--- config.mk ---
export PLATFORM = sky130hd
export DESIGN_NAME = exdeword
export DESIGN_NICKNAME = d
export VERILOG_FILES = /design/src/rtl/exbus_pkg.sv /design/src/rtl/exdeword.sv
export SDC_FILE = /design/constraint.sdc
export NUM_CORES = 1
export LEC_CHECK = 0
export CAP_MARGIN = 20
export CORE_UTILIZATION = 25
export CTS_CLUSTER_DIAMETER = 40
export DETAILED_ROUTE_END_ITERATION = 8
export PLACE_DENSITY_LB_ADDON = 0.05
export SYNTH_ARGS = -nofsm -noshare
export SYNTH_HDL_FRONTEND = slang
export SYNTH_SLANG_ARGS = --single-unit
--- constraint.sdc ---
create_clock -name i_clk -period 2.8 [get_ports i_clk]
set_input_delay 0.42 -clock i_clk [delete_from_list [all_inputs] [get_ports i_clk]]
set_output_delay 0.42 -clock i_clk [all_outputs]
set_load 0.05 [all_outputs]
--- src/rtl/exbus_pkg.sv ---
// Shared exbus word-format constants and the header-to-chunk-count decode.
package exbus_pkg;

    localparam logic [1:0] EXB_HDR_DATA    = 2'b00;
    localparam logic [1:0] EXB_HDR_3       = 2'b01;
    localparam logic [1:0] EXB_HDR_2       = 2'b10;
    localparam logic [1:0] EXB_HDR_SPECIAL = 2'b11;

    localparam int EXB_WORDW  = 35;
    localparam int EXB_CHUNKW = 7;

    function automatic logic [2:0] exb_chunks(input logic [1:0] hdr);
        logic [2:0] n;
        n = 3'd1;
        case (hdr)
            EXB_HDR_DATA:    n = 3'd5;
            EXB_HDR_3:       n = 3'd3;
            EXB_HDR_2:       n = 3'd2;
            EXB_HDR_SPECIAL: n = 3'd1;
            default:         n = 3'd1;
        endcase
        return n;
    endfunction

endpackage

--- src/rtl/exdeword.sv ---
// exdeword: serializes one 35-bit exbus word into 1..5 seven-bit chunks, MSB first.
// Build option EXDEWORD_LOWPOWER_EN zeroes o_byte/o_last/sreg whenever no byte is valid.
module exdeword
    import exbus_pkg::*;
(
    input  logic                 i_clk,
    input  logic                 i_reset,
    input  logic                 i_stb,
    input  logic [EXB_WORDW-1:0] i_word,
    input  logic                 i_last,
    output logic                 o_busy,
    output logic                 o_stb,
    output logic [7:0]           o_byte,
    output logic                 o_last,
    input  logic                 i_busy
);

    logic [EXB_WORDW-1:0] sreg;
    logic [2:0]           remaining;
    logic                 r_last;
    logic [2:0]           new_len;
    logic                 accept;
    logic                 advance;
    logic                 complete;
    logic                 sreg_top_unused;

    assign new_len  = exb_chunks(i_word[EXB_WORDW-1 -: 2]);
    assign o_busy   = o_stb && (i_busy || (remaining > 3'd1));
    assign accept   = i_stb && !o_busy;
    assign advance  = o_stb && !i_busy && (remaining > 3'd1);
    assign complete = o_stb && !i_busy && (remaining == 3'd1);

    // The leading chunk is taken straight from i_word, so sreg's top chunk is never read.
    assign sreg_top_unused = ^sreg[EXB_WORDW-1 -: EXB_CHUNKW];

    always_ff @(posedge i_clk) begin
        if (i_reset) begin
            sreg      <= '0;
            remaining <= 3'd0;
            r_last    <= 1'b0;
            o_stb     <= 1'b0;
            o_byte    <= 8'h00;
            o_last    <= 1'b0;
        end else if (accept) begin
            // Also covers the completion cycle, giving back-to-back words.
            sreg      <= i_word;
            remaining <= new_len;
            r_last    <= i_last;
            o_stb     <= 1'b1;
            o_byte    <= {1'b1, i_word[EXB_WORDW-1 -: EXB_CHUNKW]};
            o_last    <= (new_len == 3'd1) && i_last;
        end else if (advance) begin
            sreg      <= sreg << EXB_CHUNKW;
            remaining <= remaining - 3'd1;
            o_byte    <= {1'b0, sreg[EXB_WORDW-EXB_CHUNKW-1 -: EXB_CHUNKW]};
            o_last    <= (remaining == 3'd2) && r_last;
        end else if (complete) begin
            o_stb     <= 1'b0;
            remaining <= 3'd0;
`ifdef EXDEWORD_LOWPOWER_EN
            sreg      <= '0;
            o_byte    <= 8'h00;
            o_last    <= 1'b0;
`endif
        end
    end

endmodule

== Word level (Yosys, flattened, before mapping) ==
Index checks and enable logic that the tools add are counted.

* Register bits after elaboration: 42
* Bits of input ports: 40
* Output and inout bits: 11

* Add/sub/neg operators: 1
* $lt $le $gt $ge: 1
* Equality and inequality tests: 7
* Muxes and demuxes: 13
* Reduce and logical (&&, ||, !) cells: 15

{| class="wikitable"
|+ Operator list
! kind !! number
|-
| 2-to-1 mux 28 bit || 2
|-
| 2-to-1 mux 8 bit || 2
|-
| one-hot mux 3 bit (4 select lines) || 1
|-
| 2-to-1 mux 3 bit || 3
|-
| logical AND 1 bit || 7
|-
| equality test 3 x 1 -> 1 bit, second input constant || 2
|-
| 2-to-1 mux 1 bit || 5
|-
| equality test 2 bit, second input constant || 2
|-
| nonzero test 2 bit || 2
|-
| equality test 3 x 2 -> 1 bit, second input constant || 1
|-
| > comparator 3 x 1 -> 1 bit, second input constant || 1
|-
| nonzero test 3 bit || 1
|-
| subtractor 3 x 1 -> 3 bit, second input constant || 1
|-
| equality test 2 x 1 -> 1 bit, second input constant || 1
|-
| logical NOT 1 bit || 2
|-
| logical NOT 2 bit || 1
|-
| inequality test 2 bit, second input constant || 1
|-
| AND reduction 2 bit || 1
|-
| logical OR 1 bit || 1
|}

== Depth between registers and ports, before layout ==
Gate-level depths: netlist of the first run.

* Depth in word-level cells: 7
* Depth in mapped cells: 8
* Mapped depth without buffers: 6

== Worst setup path after synthesis of the first run ==
No wires, ideal clock.

* Path kind: flip-flop to output port
* From: register remaining[1]
* To: output port o_busy
* Arrival time: 1708 ps
* Data required time: 2380 ps
* Slack: 672 ps
* Cell stages (with the launch flop): 5
* Path through: dfxtp_1 > inv_1 > ha_1 > o21bai_1 > a21oi_1

* Word-level cells in the longest chain between the ends: 3

{| class="wikitable"
|+ Ends and longest elaborated chain
! element !! line !! text
|-
| from (decl) || exdeword.sv:19 || <nowiki>logic [2:0] remaining;</nowiki>
|-
| from (signal assigned) || exdeword.sv:47 || <nowiki>remaining <= new_len;</nowiki>
|-
| from (signal assigned) || exdeword.sv:54 || <nowiki>remaining <= remaining - 3'd1;</nowiki>
|-
| > comparator 3 x 1 -> 1 bit || exdeword.sv:28 || <nowiki>assign o_busy = o_stb && (i_busy || (remaining > 3'd1));</nowiki>
|-
| logical OR 1 bit || exdeword.sv:28 ||
|-
| logical AND 1 bit || exdeword.sv:28 ||
|-
| to (decl) || exdeword.sv:11 || <nowiki>output logic o_busy,</nowiki>
|}

No other way between the ends.

== Final worst setup path of the first run ==
* From: register remaining[1]
* To: register o_byte[4]

* Word-level cells in the longest chain between the ends: 6
* Elaborated cells on any way between the ends: 8
* Those cells by class: order compare (1); mux (1); reduce/logical (6)

{| class="wikitable"
|+ Ends and longest elaborated chain
! element !! line !! text
|-
| > comparator 3 x 1 -> 1 bit (*) || exdeword.sv:28, exdeword.sv:30 ||
|-
| logical OR 1 bit || exdeword.sv:28 ||
|-
| logical AND 1 bit || exdeword.sv:28 ||
|-
| logical NOT 1 bit || exdeword.sv:29 || <nowiki>assign accept = i_stb && !o_busy;</nowiki>
|-
| logical AND 1 bit || exdeword.sv:29 ||
|-
| 2-to-1 mux 8 bit / nonzero test 2 bit (equally long branches) || - ||
|-
| to (signal assigned) || exdeword.sv:50 || <nowiki>o_byte <= {1'b1, i_word[EXB_WORDW-1 -: EXB_CHUNKW]};</nowiki>
|-
| to (signal assigned) || exdeword.sv:55 || <nowiki>o_byte <= {1'b0, sreg[EXB_WORDW-EXB_CHUNKW-1 -: EXB_CHUNKW]};</nowiki>
|-
| to (decl) || exdeword.sv:13 || <nowiki>output logic [7:0] o_byte,</nowiki>
|}

Mark *: on every way between the ends. The rest lies on a longest branch, timed or not.
A chain may end at the register's enable or synchronous reset.

==> results of run 1 <==
-- per-layer routing --
layer | up-vias | global-route usage, % | part of all wire (%)
met3 | 6 | 3.62 | 3.9
met5 | - | 0 | 0
met2 | 42 | 21.0 | 44
met4 | 0 | 4.03 | 1.2
li1 | 909 | - | -
met1 | 811 | 18.8 | 51
-- Yosys cell counts --
library cell,count,share of area (%)
sky130_fd_sc_hd__dfxtp_1,42,43
sky130_fd_sc_hd__a221oi_2,2,1.5
sky130_fd_sc_hd__a21oi_1,41,10
sky130_fd_sc_hd__a211oi_2,7,4.5
sky130_fd_sc_hd__buf_4,3,1.1
sky130_fd_sc_hd__inv_2,1,0.19
sky130_fd_sc_hd__a2bb2oi_1,1,0.45
sky130_fd_sc_hd__nor3_1,2,0.51
sky130_fd_sc_hd__buf_2,6,1.5
sky130_fd_sc_hd__o21ai_1,1,0.26
sky130_fd_sc_hd__o311a_1,1,0.51
sky130_fd_sc_hd__o21bai_1,2,0.77
sky130_fd_sc_hd__nand2_1,25,4.8
sky130_fd_sc_hd__o221a_2,1,0.57
sky130_fd_sc_hd__nand3_1,22,5.6
sky130_fd_sc_hd__a311oi_1,1,0.45
sky130_fd_sc_hd__buf_6,4,2.3
sky130_fd_sc_hd__o41ai_1,1,0.45
sky130_fd_sc_hd__inv_1,6,1.1
sky130_fd_sc_hd__a31oi_1,1,0.32
sky130_fd_sc_hd__nand2b_1,1,0.32
sky130_fd_sc_hd__nor2_1,18,3.4
sky130_fd_sc_hd__a22oi_1,16,6.1
sky130_fd_sc_hd__nor3b_1,1,0.38
sky130_fd_sc_hd__o311ai_4,1,1.3
sky130_fd_sc_hd__ha_1,6,3.8
sky130_fd_sc_hd__a21o_1,1,0.38
sky130_fd_sc_hd__a211oi_1,5,1.9
sky130_fd_sc_hd__o21ai_0,1,0.26
sky130_fd_sc_hd__clkbuf_1,7,1.3
sky130_fd_sc_hd__nor4_1,1,0.32
-- worst paths after layout --
| path | start | endpoint |
|---|---|---|
| setup / recovery | remaining[1] | o_byte[4] |
| hold / removal | sreg[7] | sreg[7] |
| setup reg to reg | remaining[1] | o_byte[4] |
| hold reg to reg | sreg[7] | sreg[7] |
-- per-stage QoR --
stage	hold slack [ns]	util, %	std cells	cell area, µm²	worst slack (ns)
floorplan	0.436	-	228	1960	0.672
global placement	0.456	33.8	363	2500	0.636
detailed placement	0.458	33.8	363	2500	0.589
CTS	0.470	35.3	371	2610	0.569
global route	0.488	35.3	371	2610	0.365
finish	0.470	35.3	371	2610	0.604
-- cell type report --
class | count | area, µm²
fill | 792 | 4800
multi-input combinational | 159 | 973
sequential | 42 | 841
timing repair buffer | 56 | 538
tap | 99 | 124
clock buffer | 6 | 72.6
clock inverter | 2 | 37.5
inverter | 7 | 26.3
-- cells by family (layout without fill, tap and decap cells) --
logic type	count (synthesis)	after routing	synth area share [%]
adders and majority gates	6	6	3.83
and+or+nand+nor	70	70	15.4
DFF	42	42	42.9
buffers and inverters	27	71	7.66
AOI/OAI and AO/OA	83	83	30.2
-- worst max-delay path, delay by kind of cell (launching register included) --
kind / cells / cell delay [ns]
adder cells (fa/ha/maj): 1 / 0.26
AO/OA/AOI/OAI: 2 / 0.90
buffers and inverters: 2 / 0.46
AND/OR/NAND/NOR: 1 / 0.06
flip-flops: 1 / 0.42
-- sequential cells by signal (all words and copies together), names as in the netlist --
name,flops
sreg,28
o_byte,8
remaining,3
o_last,1
o_stb,1
r_last,1
-- layout by cell type (no fill, tap or decap), types with 2 or more instances in the layout --
cell | netlist | final
sky130_fd_sc_hd__a211oi_1 | 5 | 5
sky130_fd_sc_hd__a211oi_2 | 7 | 7
sky130_fd_sc_hd__a21oi_1 | 41 | 40
sky130_fd_sc_hd__a221oi_2 | 2 | 2
sky130_fd_sc_hd__a22oi_1 | 16 | 16
sky130_fd_sc_hd__buf_4 | 3 | 7
sky130_fd_sc_hd__clkbuf_8 | 0 | 5
sky130_fd_sc_hd__clkdlybuf4s50_1 | 0 | 48
sky130_fd_sc_hd__dfxtp_1 | 42 | 42
sky130_fd_sc_hd__ha_1 | 6 | 6
sky130_fd_sc_hd__inv_1 | 6 | 6
sky130_fd_sc_hd__nand2_1 | 25 | 25
sky130_fd_sc_hd__nand3_1 | 22 | 22
sky130_fd_sc_hd__nor2_1 | 18 | 18
sky130_fd_sc_hd__nor3_1 | 2 | 2
sky130_fd_sc_hd__o21bai_1 | 2 | 2
-- power groups by stage --
stage,Clock (mW),Sequential (mW),Combinational (mW)
global route,0.533,0.695,0.399
global placement,0,0.700,0.368
floorplan,0,0.737,0.202
CTS,0.508,0.687,0.367
detailed placement,0,0.701,0.365
finish,0.484,0.686,0.362
==> results.md, run 1 <==
- For this run the aggregate overflow at the end of global routing stands at 0.
- The number of antenna diodes in the final layout is 0.
- The cell depth of the worst min-delay path is 2.
- The power density of the placed cells is 587 nW/µm².
- In this run the standard cell core region covers 7410 µm².
- The clock network accounts for 31.6% of the total power.
- The boundary pin count is 51.
- Headroom to the max-slew limit came out at 38.1%.
- STA puts the critical path data required time at 3.01 ns.
- The area added between synthesis and finish is 33.2%.
- The final route contains 1768 vias.
- The number of hold violations in the final report is 0.
- The final critical-path required period is 2.20 ns.
- The number of global-route vias before repair is 1777.
- Setup repair after global routing left no endpoint under its margin.
- The maximum clock insertion buffer count is 2.
- Net switching is 30.1% of the power.
- In this run the number of H-tree levels came out at 2.
- The clock transition at the registers of the reported paths is 0.09 ns.
- The synthesized net count is 274.
- The count of antenna-violating nets left after detailed routing is 0.
- The worst-skew pair later-pin latency is 0.29 ns.
- The number of vias per cell after detailed routing is 4.77.
- The count of routing violations after the opening detailed-route iteration is 78.
- The initialized floorplan defines 31 standard-cell rows.
- The register area share after synthesis is 42.9%.
- The congestion estimate from routability-driven global placement came to 0.757.
- The setup skew after layout is 0.0104 ns.
- The number of buffers inserted to repair setup after CTS is 0.
- The count of warnings emitted by yosys is 0.
- Input and output buffers added on the ports amount to 50.
- The post-cts repair resize count is 0.
- The largest single stage delay on the critical path is 0.69 ns.
- In the final routed layout, each cell accounts on average for 14.4 µm.
- The combined global-route utilization of all metal layers is 13.7%.
- Counting every sink on the clock net gives 42.
- Per report_power, the sequential group accounts for 44.8% of the total.
- The final worst-path cycle share is 78.4%.
- The endpoint type of the worst setup path is a register.
- The height of the die is 90.6 µm.
- The fmax is 455 MHz.
- The flow ran to the end, and the final reports show no timing, DRC or antenna violations.
- Averaged over all synthesized cells, the footprint is 8.60 µm².
- The transition at the pin with the smallest max-transition slack is 0.929 ns.
- The class of the worst hold path is reg -> reg.
- The max-slew violation count came to 0.
- The CTS tree is yes.
- The post-synthesis cell type count is 31.
- The worst reg-to-reg setup slack is 0.60 ns.
- In this run the static leakage power is 0.932 nW.
- The number of nets in the final layout is 317.
- Along the worst path, the maximum fanout reaches 20.
- The cell at the slowest stage of the critical path is sky130_fd_sc_hd__o311ai_4.
- In the final timing run, aggregate negative setup slack is 0 ns.
- The wire length after detailed routing is 5350 µm.
- The die boundary width is 90.6 µm.
- The design internal power is 1.07 mW.
- Once the floorplan was initialized, standard cells occupied 26.5% of the core.
- Power comes to 1.53 mW.
- The total iterations of the first detailed-routing run is 4.
- The worst setup path is of the reg -> reg kind.
- The wire-length estimate of the detail-placed layout is 3430 µm.
- The number of violations of the max-capacitance limit is 0.
- CTS placed an instance of sky130_fd_sc_hd__clkbuf_8 at the clock tree root.
- In the routed design, unresolved DRC markers number 0.
- The synthesized cell area is 1960 µm².
- For this design the total switching power over the nets is 461 µW.
- Entering global routing, the biggest net connects 43 pins.
- For the worst setup path, the data arrival time is 2.40 ns.
- The number of register bits inferred by synthesis is 42.
- The combinational power share is 23.6%.
- The first global-routing pass estimated 8890 µm of wire.
- The TritonCTS buffer count is 5.
- The worst setup path is launched from a register.
- The die area is 8200 µm².
- Across the VDD grid, the largest voltage drop is 0.000186 V.
- The count of mapped cells out of synthesis is 228.
- The post-route netlist has 10.3% of its cells at a drive strength greater than 1.
- The initial antenna violation count is 0.
- The cell count of the worst reg-to-reg path is 6.
- In this run, post-CTS hold repair placed 0 buffers.
- Traced cell by cell, the critical path runs through inv_1 -> ha_1 -> o311ai_4 -> buf_4 -> nor2_1 -> a211oi_1.
- The count of final setup violators is 0.
No activity file was read; power rests on OpenSTA's default activity.
==> run 2: changes to the inputs <==
==> constraint.sdc (replaced) <==
create_clock -name i_clk -period 2.2 [get_ports i_clk]
set_input_delay 0.33 -clock i_clk [delete_from_list [all_inputs] [get_ports i_clk]]
set_output_delay 0.33 -clock i_clk [all_outputs]
set_load 0.05 [all_outputs]
==> results.md, run 2 (synthesis results as in run 1) <==
- Outcome: finished, final reports clean (unchanged).
- The category of the critical setup timing path is reg -> out (was reg -> reg).
- The routed length per instance is 14.4 µm (about the same).
- The total grt overflow is 0 (unchanged).
- The largest net degree at the start of global routing came to 43 (unchanged).
- The worst-skew pair later-pin latency is 0.30 ns (was 0.29 ns).
- The met1 capacity usage during global routing is 19.1% (was 18.8%).
- The met3 track demand over resource in global routing is 3.62% (unchanged).
- The number of nets in the final layout was 318 (was 317).
- The standby leakage power is 0.976 nW (was 0.932 nW).
- The most frequent standard cell in the layout excluding fill and tap cells is sky130_fd_sc_hd__clkdlybuf4s50_1 (unchanged).
- The number of cells in the finished layout apart from fillers was 372 (was 371).
- The worst setup margin is 0.131 ns (was 0.604 ns).
- The height of the die is 90.6 µm (unchanged).
- The worst endpoint required time is 1.87 ns (was 3.01 ns).
- The final critical-path required period is 2.07 ns.
- The count of standard-cell rows is 31 (unchanged).
- The total number of H-tree levels is 2 (unchanged).
- The fraction of layout cells with a size suffix above 1 is 11.4% (was 10.3%).
- The number of flip-flops under the largest register name came to 28 (unchanged).
- The cell at the slowest stage of the critical path was sky130_fd_sc_hd__dfxtp_1 (was sky130_fd_sc_hd__o311ai_4).
- The boundary pin count is 51 (unchanged).
- The max-slew violation count is 0 (unchanged).
- The wire length of the first global-routing pass is 9010 µm (was 8890 µm).
- The combined global-route utilization of all metal layers is 13.7% (about the same).
- Unrepaired setup endpoints after global routing: false (unchanged).
- Cells along the critical path: inv_1 -> ha_1 -> o21bai_1 -> a21oi_2 -> buf_12 (was inv_1 -> ha_1 -> o311ai_4 -> buf_4 -> nor2_1 -> a211oi_1).
- After layout, the worst path uses 94.0% of the clock period.
- The core area is 7410 µm² (unchanged).
- The number of inserted diodes is 0 (unchanged).
- The worst-path maximum fanout came to 6 (was 20).
- The register bank with the most flops is sreg (unchanged).
- The maximum clock insertion buffer count was 2 (unchanged).
- The power density of the placed cells is 776 nW/µm² (was 587 nW/µm²).
- The area added between synthesis and finish is 38.4% (was 33.2%).
- The nature of the critical path startpoint is a register (unchanged).
- The vias after detailed routing is 1813 (was 1768).
- The global routing's busiest layer was met2 (unchanged).
- The class of the worst hold path was in -> reg (was reg -> reg).
- The startpoint of the worst register-to-register path is remaining[1] (unchanged).
- The total negative setup slack is 0 ns (unchanged).
- The die area is 8200 µm² (unchanged).
- The end of the worst register-to-register path is remaining[0] (was o_byte[4]).
- The post-placement cell area is 2570 µm² (was 2500 µm²).
- The delay of the slowest cell on the worst path was 0.43 ns (was 0.69 ns).
- The number of hold violations in the final report was 0 (unchanged).
- The final instance area is 2710 µm² (was 2610 µm²).
- The clock root buffer master was sky130_fd_sc_hd__clkbuf_8 (unchanged).
- The met2 capacity usage during global routing was 20.3% (was 21.0%).
- The final-layout fill cell count is 810 (was 792).
- The worst voltage drop across the vdd grid is 0.000330 V (was 0.000186 V).
- Most frequent cells in the layout: 48 x sky130_fd_sc_hd__clkdlybuf4s50_1, 42 x sky130_fd_sc_hd__dfxtp_1, 39 x sky130_fd_sc_hd__a21oi_1 (was 48 x sky130_fd_sc_hd__clkdlybuf4s50_1, 42 x sky130_fd_sc_hd__dfxtp_1, 40 x sky130_fd_sc_hd__a21oi_1).
- The count of antenna-violating nets left after detailed routing is 0 (unchanged).
- The number of global-route vias before repair was 1749 (was 1777).
- The number of clock sinks seen by CTS is 42 (unchanged).
- The kind of cell adding the most delay to the critical path is compound AO/OA/AOI/OAI gates (unchanged).
- The data arrival time of the worst path is 1.74 ns (was 2.40 ns).
- The worst reg-to-reg setup slack is 0.21 ns (was 0.60 ns).
- The cell count of the worst reg-to-reg path was 7 (was 6).
- The routability congestion estimate from global placement is 0.758 (was 0.757).
- The setup skew after layout is 0.00478 ns (was 0.0104 ns).
- The post-cts repair resize count is 0 (unchanged).
- The cell depth of the worst min-delay path is 2 (unchanged).
- The critical hold path startpoint is i_reset (was sreg[7]).
- The pre-CTS setup slack is 0.184 ns (was 0.589 ns).
- Based on the critical path, the design can be clocked at up to 483 MHz.
- The cts-stage hold buffer count was 0 (unchanged).
- The effective utilization at floorplan came to 26.5% (unchanged).
- Largest registers ranked by flip-flop count: sreg (28), o_byte (8), remaining (3) (unchanged).
- The number of vias per cell after detailed routing is 4.87 (was 4.77).
- The end point of the most critical hold path is o_stb (was sreg[7]).
- The instance count after placement with tap cells included is 364 (was 363).
- The number of buffers inserted to repair setup after CTS was 0 (unchanged).
- The wire length after detailed routing is 5360 µm (was 5350 µm).
- The total iterations of the first detailed-routing run came to 4 (unchanged).
- The die boundary width is 90.6 µm (unchanged).
- The endpoint type of the worst setup path was an output pin (was register).
- The transition at the pin with the smallest max-transition slack came to 0.496 ns (was 0.929 ns).
- The number of port buffers is 50 (unchanged).
- The count of routing violations after the opening detailed-route iteration came to 127 (was 78).
- The count of buffering cells on the critical path with inverters included is 2 (unchanged).
- The max-slew headroom at the worst pin was 66.8% (was 38.1%).
- The number of violations of the max-capacitance limit is 0 (unchanged).
- The TritonCTS buffer count is 5 (unchanged).
- The clock transition at the registers of the reported paths was 0.08 ns (was 0.09 ns).
- The CTS tree was yes (unchanged).
- The half-perimeter wire length after placement is 3470 µm (was 3430 µm).
- The count of final setup violators came to 0 (unchanged).
- The post-route DRC violation count is 0 (unchanged).
- The initial antenna violation count is 0 (unchanged).
-- run 2: changes by cell type in the layout (fill, tap and decap cells not counted), sizes merged --
cell	previous run	this run
buf	8	9
bufinv	1	2
clkbuf	6	5
clkinv	0	1
clkinvlp	1	0
-- run 2: layout make-up --
class / instances / area, µm² / area share (%)
clock buffer: 5 / 68.8 / 2.54
clock inverter: 3 / 68.8 / 2.54
inverter: 7 / 26.3 / 0.968
multi-input combinational: 159 / 977 / 36.0
sequential: 42 / 841 / 31.0
tap: 99 / 124 / 4.56
timing repair buffer: 57 / 608 / 22.4
-- run 2: where the power goes --
group          switching [mW]  total [mW]  internal [mW]
clock network           0.289       0.744          0.455
registers              0.0454       0.874          0.829
logic                   0.272       0.489          0.217
-- run 2: how the worst max path moves through the flow --
stage	slack, ns	depth (start not counted)	start	end
floorplan	0.16	4	remaining[1]	o_busy
global placement	0.23	7	remaining[1]	remaining[0]
detailed placement	0.18	6	i_busy	sreg[16]
CTS	0.04	5	remaining[1]	o_busy
global route	0.02	5	remaining[1]	o_busy
finish	0.13	5	remaining[1]	o_busy
-- run 2: layer usage --
metal	vias up	part of all wire, %
met5	-	0
met4	0	1.1
met2	52	45
met3	5	5.2
li1	906	-
met1	850	48
-- run 2: per-stage QoR --
| step | util [%] | power [mW] | hold slack, ns |
|---|---|---|---|
| after floorplan | - | 1.20 | 0.436 |
| after global placement | 34.7 | 1.39 | 0.453 |
| after detailed placement | 34.7 | 1.39 | 0.453 |
| after CTS | 36.6 | 2.14 | 0.387 |
| after global routing | 36.6 | 2.22 | 0.396 |
| final | 36.6 | 2.11 | 0.403 |
==> run 3: changes to the inputs <==
--- a/config.mk
+++ b/config.mk
@@ -10,6 +10,7 @@
 export CTS_CLUSTER_DIAMETER = 40
 export DETAILED_ROUTE_END_ITERATION = 8
 export PLACE_DENSITY_LB_ADDON = 0.05
+export SKIP_CTS_REPAIR_TIMING = 1
 export SYNTH_ARGS = -nofsm -noshare
 export SYNTH_HDL_FRONTEND = slang
 export SYNTH_SLANG_ARGS = --single-unit
==> results of run 3 <==
No change in the layout: final DEF, timing and power equal those of run 2.
